==> src/rtl/fp_mac_ctrl_if.sv <==
// ---------------------------------------------------------------------------
// fp_mac_ctrl_if
// Groups the signals between the FP MAC sequencing controller, the decode
// stage, the FP multiplier/adder and the register-file write port.
//
//   issue_valid/op/rd/rs/rt  decode -> controller : instruction offered
//   issue_ready, stall       controller -> decode : accept / freeze PC+IF/ID
//   mul_start, add_start     controller -> units  : one-cycle start pulses
//   mul_done, add_done       units -> controller  : one-cycle result pulses
//   add_sel_c                controller -> adder  : operand-B select (1 = c)
//   wb_en, wb_rd             controller -> regfile: write strobe / dest
//   busy, err_illegal, err_timeout  controller status
//
// Modports: slave = the controller, master = the pipeline/unit side.
// ---------------------------------------------------------------------------
interface fp_mac_ctrl_if;
   logic       issue_valid;
   logic [1:0] issue_op;
   logic [4:0] issue_rd;
   logic [4:0] issue_rs;
   logic [4:0] issue_rt;
   logic       issue_ready;
   logic       stall;
   logic       mul_start;
   logic       add_start;
   logic       mul_done;
   logic       add_done;
   logic       add_sel_c;
   logic       wb_en;
   logic [4:0] wb_rd;
   logic       busy;
   logic       err_illegal;
   logic       err_timeout;

   modport slave (
      input  issue_valid, issue_op, issue_rd, issue_rs, issue_rt,
      input  mul_done, add_done,
      output issue_ready, stall, mul_start, add_start, add_sel_c,
      output wb_en, wb_rd, busy, err_illegal, err_timeout
   );

   modport master (
      output issue_valid, issue_op, issue_rd, issue_rs, issue_rt,
      output mul_done, add_done,
      input  issue_ready, stall, mul_start, add_start, add_sel_c,
      input  wb_en, wb_rd, busy, err_illegal, err_timeout
   );
endinterface

==> src/rtl/fp_mac_ctrl.sv <==
// ---------------------------------------------------------------------------
// fp_mac_ctrl
// Sequencing controller for FADD / FMUL / FMAC (a*b+c). It accepts one
// instruction at a time from decode, pulses the multiplier and/or adder,
// waits for their done pulses (bounded by TIMEOUT cycles per unit) and
// issues a one-cycle register-file write. A new instruction may be accepted
// in the write-back cycle when it does not read the register being written.
//
// Ports:
//   clk    system clock, all state changes on its rising edge
//   reset  synchronous, active-low
//   bus    fp_mac_ctrl_if.slave (issue, unit, write-back and status signals)
// Parameter:
//   TIMEOUT  cycles to wait for a unit done before abandoning the operation
// ---------------------------------------------------------------------------
module fp_mac_ctrl #(
   parameter int TIMEOUT = 16
) (
   input  logic          clk,
   input  logic          reset,
   fp_mac_ctrl_if.slave  bus
);

   localparam int CW = (TIMEOUT > 1) ? $clog2(TIMEOUT) : 1;
   localparam logic [CW-1:0] LIMIT = CW'(TIMEOUT - 1);

   localparam logic [1:0] OP_FADD = 2'b00;
   localparam logic [1:0] OP_FMUL = 2'b01;
   localparam logic [1:0] OP_FMAC = 2'b10;

   typedef enum logic [1:0] {IDLE, MUL, ADD, WB} state_t;

   state_t        state;
   state_t        state_next;
   logic [1:0]    op_q;
   logic [4:0]    rd_q;
   logic [CW-1:0] count;
   logic          ready;
   logic          accept;
   logic          set_illegal;
   logic          set_timeout;
   logic          illegal_q;
   logic          timeout_q;

   // Map an accepted opcode to the state that executes it; the reserved
   // opcode goes straight back to IDLE.
   function automatic state_t dispatch(input logic [1:0] op);
      case (op)
         OP_FADD: return ADD;
         OP_FMUL: return MUL;
         OP_FMAC: return MUL;
         default: return IDLE;
      endcase
   endfunction

   // Ready in IDLE, or in WB when the new instruction does not read the
   // register being written this cycle (no forwarding path exists).
   assign ready  = (state == IDLE) |
                   ((state == WB) & (bus.issue_rs != rd_q) & (bus.issue_rt != rd_q));
   assign accept = bus.issue_valid & ready;

   // Next-state logic. A done pulse is checked before the timeout limit so
   // that a done arriving on the last allowed cycle still completes.
   always_comb begin
      state_next  = state;
      set_timeout = 1'b0;
      set_illegal = accept & (bus.issue_op == 2'b11);
      case (state)
         IDLE: begin
            if (accept) state_next = dispatch(bus.issue_op);
         end
         MUL: begin
            if (bus.mul_done) begin
               state_next = (op_q == OP_FMAC) ? ADD : WB;
            end else if (count == LIMIT) begin
               state_next  = IDLE;
               set_timeout = 1'b1;
            end
         end
         ADD: begin
            if (bus.add_done) begin
               state_next = WB;
            end else if (count == LIMIT) begin
               state_next  = IDLE;
               set_timeout = 1'b1;
            end
         end
         WB: begin
            state_next = accept ? dispatch(bus.issue_op) : IDLE;
         end
         default: state_next = IDLE;
      endcase
   end

   // State, latched instruction fields, wait counter and sticky errors.
   // The counter restarts on every state change, so it reads zero exactly
   // in the first cycle of MUL or ADD, which is what generates the starts.
   always_ff @(posedge clk) begin
      if (!reset) begin
         state     <= IDLE;
         op_q      <= 2'b00;
         rd_q      <= 5'd0;
         count     <= '0;
         illegal_q <= 1'b0;
         timeout_q <= 1'b0;
      end else begin
         state <= state_next;
         if (accept) begin
            op_q <= bus.issue_op;
            rd_q <= bus.issue_rd;
         end
         if (state_next != state) begin
            count <= '0;
         end else if ((state == MUL) || (state == ADD)) begin
            count <= count + 1'b1;
         end
         if (set_illegal) illegal_q <= 1'b1;
         if (set_timeout) timeout_q <= 1'b1;
      end
   end

   // Outputs are decoded from state only (plus the issue operands for ready),
   // so a write to register 0 is suppressed by gating the strobe.
   assign bus.issue_ready = ready;
   assign bus.stall       = bus.issue_valid & ~ready;
   assign bus.mul_start   = (state == MUL) & (count == '0);
   assign bus.add_start   = (state == ADD) & (count == '0);
   assign bus.add_sel_c   = (state == ADD) & (op_q == OP_FMAC);
   assign bus.wb_en       = (state == WB) & (rd_q != 5'd0);
   assign bus.wb_rd       = (state == WB) ? rd_q : 5'd0;
   assign bus.busy        = (state != IDLE);
   assign bus.err_illegal = illegal_q;
   assign bus.err_timeout = timeout_q;

endmodule

==> src/flat_wrapper.sv <==
// flat-port wrapper written by rule: the top's interface ports become plain ports
module fp_mac_ctrl_flat 
#(
   parameter int TIMEOUT = 16
)
  (clk, reset, bus_issue_valid, bus_issue_op, bus_issue_rd, bus_issue_rs, bus_issue_rt, bus_mul_done, bus_add_done, bus_issue_ready, bus_stall, bus_mul_start, bus_add_start, bus_add_sel_c, bus_wb_en, bus_wb_rd, bus_busy, bus_err_illegal, bus_err_timeout);
  fp_mac_ctrl_if bus_i ();
  input  logic clk;
  input  logic reset;
  input wire logic [$bits(bus_i.issue_valid)-1:0] bus_issue_valid;
  input wire logic [$bits(bus_i.issue_op)-1:0] bus_issue_op;
  input wire logic [$bits(bus_i.issue_rd)-1:0] bus_issue_rd;
  input wire logic [$bits(bus_i.issue_rs)-1:0] bus_issue_rs;
  input wire logic [$bits(bus_i.issue_rt)-1:0] bus_issue_rt;
  input wire logic [$bits(bus_i.mul_done)-1:0] bus_mul_done;
  input wire logic [$bits(bus_i.add_done)-1:0] bus_add_done;
  output wire logic [$bits(bus_i.issue_ready)-1:0] bus_issue_ready;
  output wire logic [$bits(bus_i.stall)-1:0] bus_stall;
  output wire logic [$bits(bus_i.mul_start)-1:0] bus_mul_start;
  output wire logic [$bits(bus_i.add_start)-1:0] bus_add_start;
  output wire logic [$bits(bus_i.add_sel_c)-1:0] bus_add_sel_c;
  output wire logic [$bits(bus_i.wb_en)-1:0] bus_wb_en;
  output wire logic [$bits(bus_i.wb_rd)-1:0] bus_wb_rd;
  output wire logic [$bits(bus_i.busy)-1:0] bus_busy;
  output wire logic [$bits(bus_i.err_illegal)-1:0] bus_err_illegal;
  output wire logic [$bits(bus_i.err_timeout)-1:0] bus_err_timeout;
  assign bus_i.issue_valid = bus_issue_valid;
  assign bus_i.issue_op = bus_issue_op;
  assign bus_i.issue_rd = bus_issue_rd;
  assign bus_i.issue_rs = bus_issue_rs;
  assign bus_i.issue_rt = bus_issue_rt;
  assign bus_i.mul_done = bus_mul_done;
  assign bus_i.add_done = bus_add_done;
  assign bus_issue_ready = bus_i.issue_ready;
  assign bus_stall = bus_i.stall;
  assign bus_mul_start = bus_i.mul_start;
  assign bus_add_start = bus_i.add_start;
  assign bus_add_sel_c = bus_i.add_sel_c;
  assign bus_wb_en = bus_i.wb_en;
  assign bus_wb_rd = bus_i.wb_rd;
  assign bus_busy = bus_i.busy;
  assign bus_err_illegal = bus_i.err_illegal;
  assign bus_err_timeout = bus_i.err_timeout;
  fp_mac_ctrl #(.TIMEOUT(TIMEOUT)) u_core (.clk(clk), .reset(reset), .bus(bus_i));
endmodule
==> config.mk <==
export PLATFORM = sky130hd
export DESIGN_NAME = fp_mac_ctrl_flat
export DESIGN_NICKNAME = d
export VERILOG_FILES = /design/src/rtl/fp_mac_ctrl_if.sv /design/src/rtl/fp_mac_ctrl.sv /design/src/flat_wrapper.sv
export SDC_FILE = /design/constraint.sdc
export NUM_CORES = 1
export LEC_CHECK = 0
export ABC_AREA = 1
export CAP_MARGIN = 5
export CORE_MARGIN = 5
export CORE_UTILIZATION = 35
export DETAILED_ROUTE_END_ITERATION = 16
export PLACE_DENSITY = 0.67
export SLEW_MARGIN = 30
export SYNTH_ARGS = -nofsm -noshare
export SYNTH_HDL_FRONTEND = slang
export SYNTH_SLANG_ARGS = --single-unit
==> constraint.sdc <==
create_clock -name clk -period 1.55 [get_ports clk]
set_input_delay 0.155 -clock clk [delete_from_list [all_inputs] [get_ports clk]]
set_output_delay 0.155 -clock clk [all_outputs]
set_load 0.01 [all_outputs]
==> run summary <==
Setup WS post-layout -> -205.5 ps
share of cells above drive strength 1 -> 40.66%
Post-DP HPWL -> 2261 um
register area share after synthesis -> 27.03%
H-tree depth -> 1
Netlist cell types -> 20
Max Slew Vio Count -> 0
Relative slew margins -> 66.47%
count of standard-cell rows -> 20
Lkg Pwr -> 0.0009575 uW
period utilization -> 113.3%
RSZ-0062 raised after global routing -> yes
Skew-Pair Late Insertion Delay -> 280 ps
WP data arrival -> 1960 ps
# nets final -> 273
CTS sink count -> 15
Initial DRT Pass Iterations -> 4
IO buf count -> 35
async set or reset register ratio after synthesis -> 0%
core area -> 3053 um2
Clock transition at path regs -> 90 ps
max-cap violation count -> 0
Detailed Route Iter0 Violations -> 53
CP Data Required Time -> 1760 ps
Crit Path Category -> in -> reg
Detail Route Antenna Nets -> 0
status -> finished, violations left
ys flop type -> dfxtp_1
largest cells by area after synthesis -> dfxtp_1 (27%), nand2_1 (14%), inv_1 (12%)
synth cell count leaders -> nand2_1 (41), inv_1 (35), dfxtp_1 (15), nor2_1 (14), a21oi_1 (12)
Syn Nets -> 202
Max Fclk -> 569.6 MHz
GRT overflow -> 0
pwr dens -> 1409 nW/um2
first-pass GRT wire length -> 4919 um
Final setup viols -> 17
Comb power frac -> 69.9%
largest net degree at the start of global routing -> 13
count leader, synth -> nand2_1
worst vdd ir -> 0.0008712 V
CTS tree -> yes
clock share of power -> 8.1%
Net Switching -> 1175 uW
Placed Area -> 1692 um2
Final Hold Fails -> 0
Sum Neg Setup Slack -> -1658 ps
n_diodes -> 0
Hold Crit Class -> reg -> reg
Avg Inst Size Synth -> 6.497 um2
TritonCTS buffer count -> 3
switching power share of the total -> 42.83%
CTS Buffer Depth -> 2
top cell type's share of synthesized area -> 27.03%
via count -> 1,248
GPL Wtd Cong -> 0.7507
number of synthesized register bits -> 15
CTS Hold Bufs -> 0
Syn. warnings -> 0
number of global-route vias before repair -> 1,195
sequential share of power -> 22.0%
transition time of the tightest slew-check pin -> 501.4 ps
biggest area consumer among synthesized cells -> dfxtp_1
post-layout min period -> 1756 ps
die area -> 4401 um2
Synth Cell Area -> 1111 um2
Total GRT Usage -> 14.07%
worst-path maximum fanout -> 4
Mapped Cells -> 171
initial antenna violation count -> 0
DRC Markers -> 0
Wirelength per Cell -> 11.09 um
final setup skew -> 4.601 ps
Post-synth EDFFs -> 0
drt total wl -> 3162 um
DR vias/cell -> 4.379
area grow syn2layout -> 75.23%
root buffer cell -> clkbuf_4
Initial Util -> 36.39%
Die Ht -> 66.34 um
Crit. End Element -> register
final instance area -> 1947 um2
I/O pin cnt -> 36
startpoint types -> input port
Die W -> 66.34 um
failing checks -> setup timing
Int Power -> 1568 uW
-- state kept, by name, indices dropped and copies added (netlist names) --
name,cells
u_core.bus.err_illegal,1
u_core.bus.err_timeout,1
u_core.count,4
u_core.op_q,2
u_core.rd_q,5
u_core.state,2
-- power by group through the flow --
stage                     clock network [uW]  registers [uW]  logic, uW
after floorplan                            0             551        798
after global placement                     0             557       1480
after detailed placement                   0             559       1480
after CTS                                230             588       1520
after global routing                     246             620       2120
final                                    221             604       1920
-- stage by stage --
stage                     hold WS [ps]  util (%)  total power [uW]  setup WS (ps)  std cells
after floorplan                  290.7         -              1348          26.22        171
after detailed placement         444.6     55.41              2044         -376.5        271
final                            475.3     63.77              2743         -205.5        285
after global routing             489.2     63.77              2982         -340.9        285
after global placement           446.5     55.41              2038         -357.6        271
after CTS                        461.4     57.50              2338         -111.2        275
-- metal layers --
metal / GRT usage [%] / vias to the layer above / share of wire, %
met5: 0 / - / 0
li1: - / 673 / -
met4: 3.807 / 0 / 1.1
met2: 24.04 / 22 / 47
met3: 1.871 / 4 / 3.2
met1: 18.33 / 549 / 48
-- what timing repair did --
action,4_1_cts,5_1_grt
pin swaps,1,18
setup endpoints to repair,20,24
buffers inserted,0,9
resized for setup,44,57
cloned,0,1
endpoints found under the hold margin,0,0
-- worst max-delay path: stages --
cell	delay (ps)
clkdlybuf4s50_1	520
xor2_2	190
nor2_2	70
nand3_2	70
nand3_2	90
nand2_4	120
buf_12	110
nand4_1	100
nand2_2	120
nand2_2	80
nand2_2	90
nand3_4	110
nor3_2	160
-- cell type report --
type | instances | area (um2)
Multi-Input combinational cell | 118 | 784.5
Clock buffer | 4 | 26.28
Timing Repair Buffer | 68 | 616.8
Tap cell | 44 | 55.05
Sequential cell | 15 | 324.1
Fill cell | 258 | 1106
Inverter | 36 | 140.1
-- path summary, 6_finish.rpt --
kind / from / endpoint / slack, ps / cells after the start
max: bus_issue_rt[0] / u_core.count[3]$_SDFFE_PP0P_ / -210 / 13
min: u_core.bus.err_illegal$_SDFFE_PN0P_ / u_core.bus.err_illegal$_SDFFE_PN0P_ / 480 / 2
max reg2reg: u_core.rd_q[0]$_SDFFE_PN0N_ / u_core.count[3]$_SDFFE_PP0P_ / -200 / 12
min reg2reg: u_core.bus.err_illegal$_SDFFE_PN0P_ / u_core.bus.err_illegal$_SDFFE_PN0P_ / 480 / 2
-- cells by family (layout without fill, tap and decap cells) --
| group | after synthesis | after routing | synth area share [%] |
|---|---|---|---|
| flops | 15 | 15 | 27.03 |
| compound gates | 25 | 25 | 11.71 |
| fa+ha+maj | 9 | 9 | 10.14 |
| xor+xnor | 5 | 5 | 3.941 |
| buf+inv | 38 | 108 | 13.06 |
| simple gates | 79 | 79 | 34.12 |
-- cell usage in the layout (no fill, tap or decap), drive strengths merged --
cell | netlist | layout
nand2 | 45 | 45
inv | 36 | 36
buf | 2 | 36
clkdlybuf4s50 | 0 | 23
dfxtp | 15 | 15
nor2 | 14 | 14
a21oi | 12 | 12
nand3 | 11 | 11
o21ai | 11 | 11
ha | 9 | 9
clkbuf | 0 | 9
nor3 | 7 | 7
xor2 | 4 | 4
dlygate4sd2 | 0 | 3
nand4 | 2 | 2
xnor2 | 1 | 1
o41ai | 1 | 1
o22ai | 1 | 1
clkdlybuf4s15 | 0 | 1
Power figures use the tool's default switching activity.
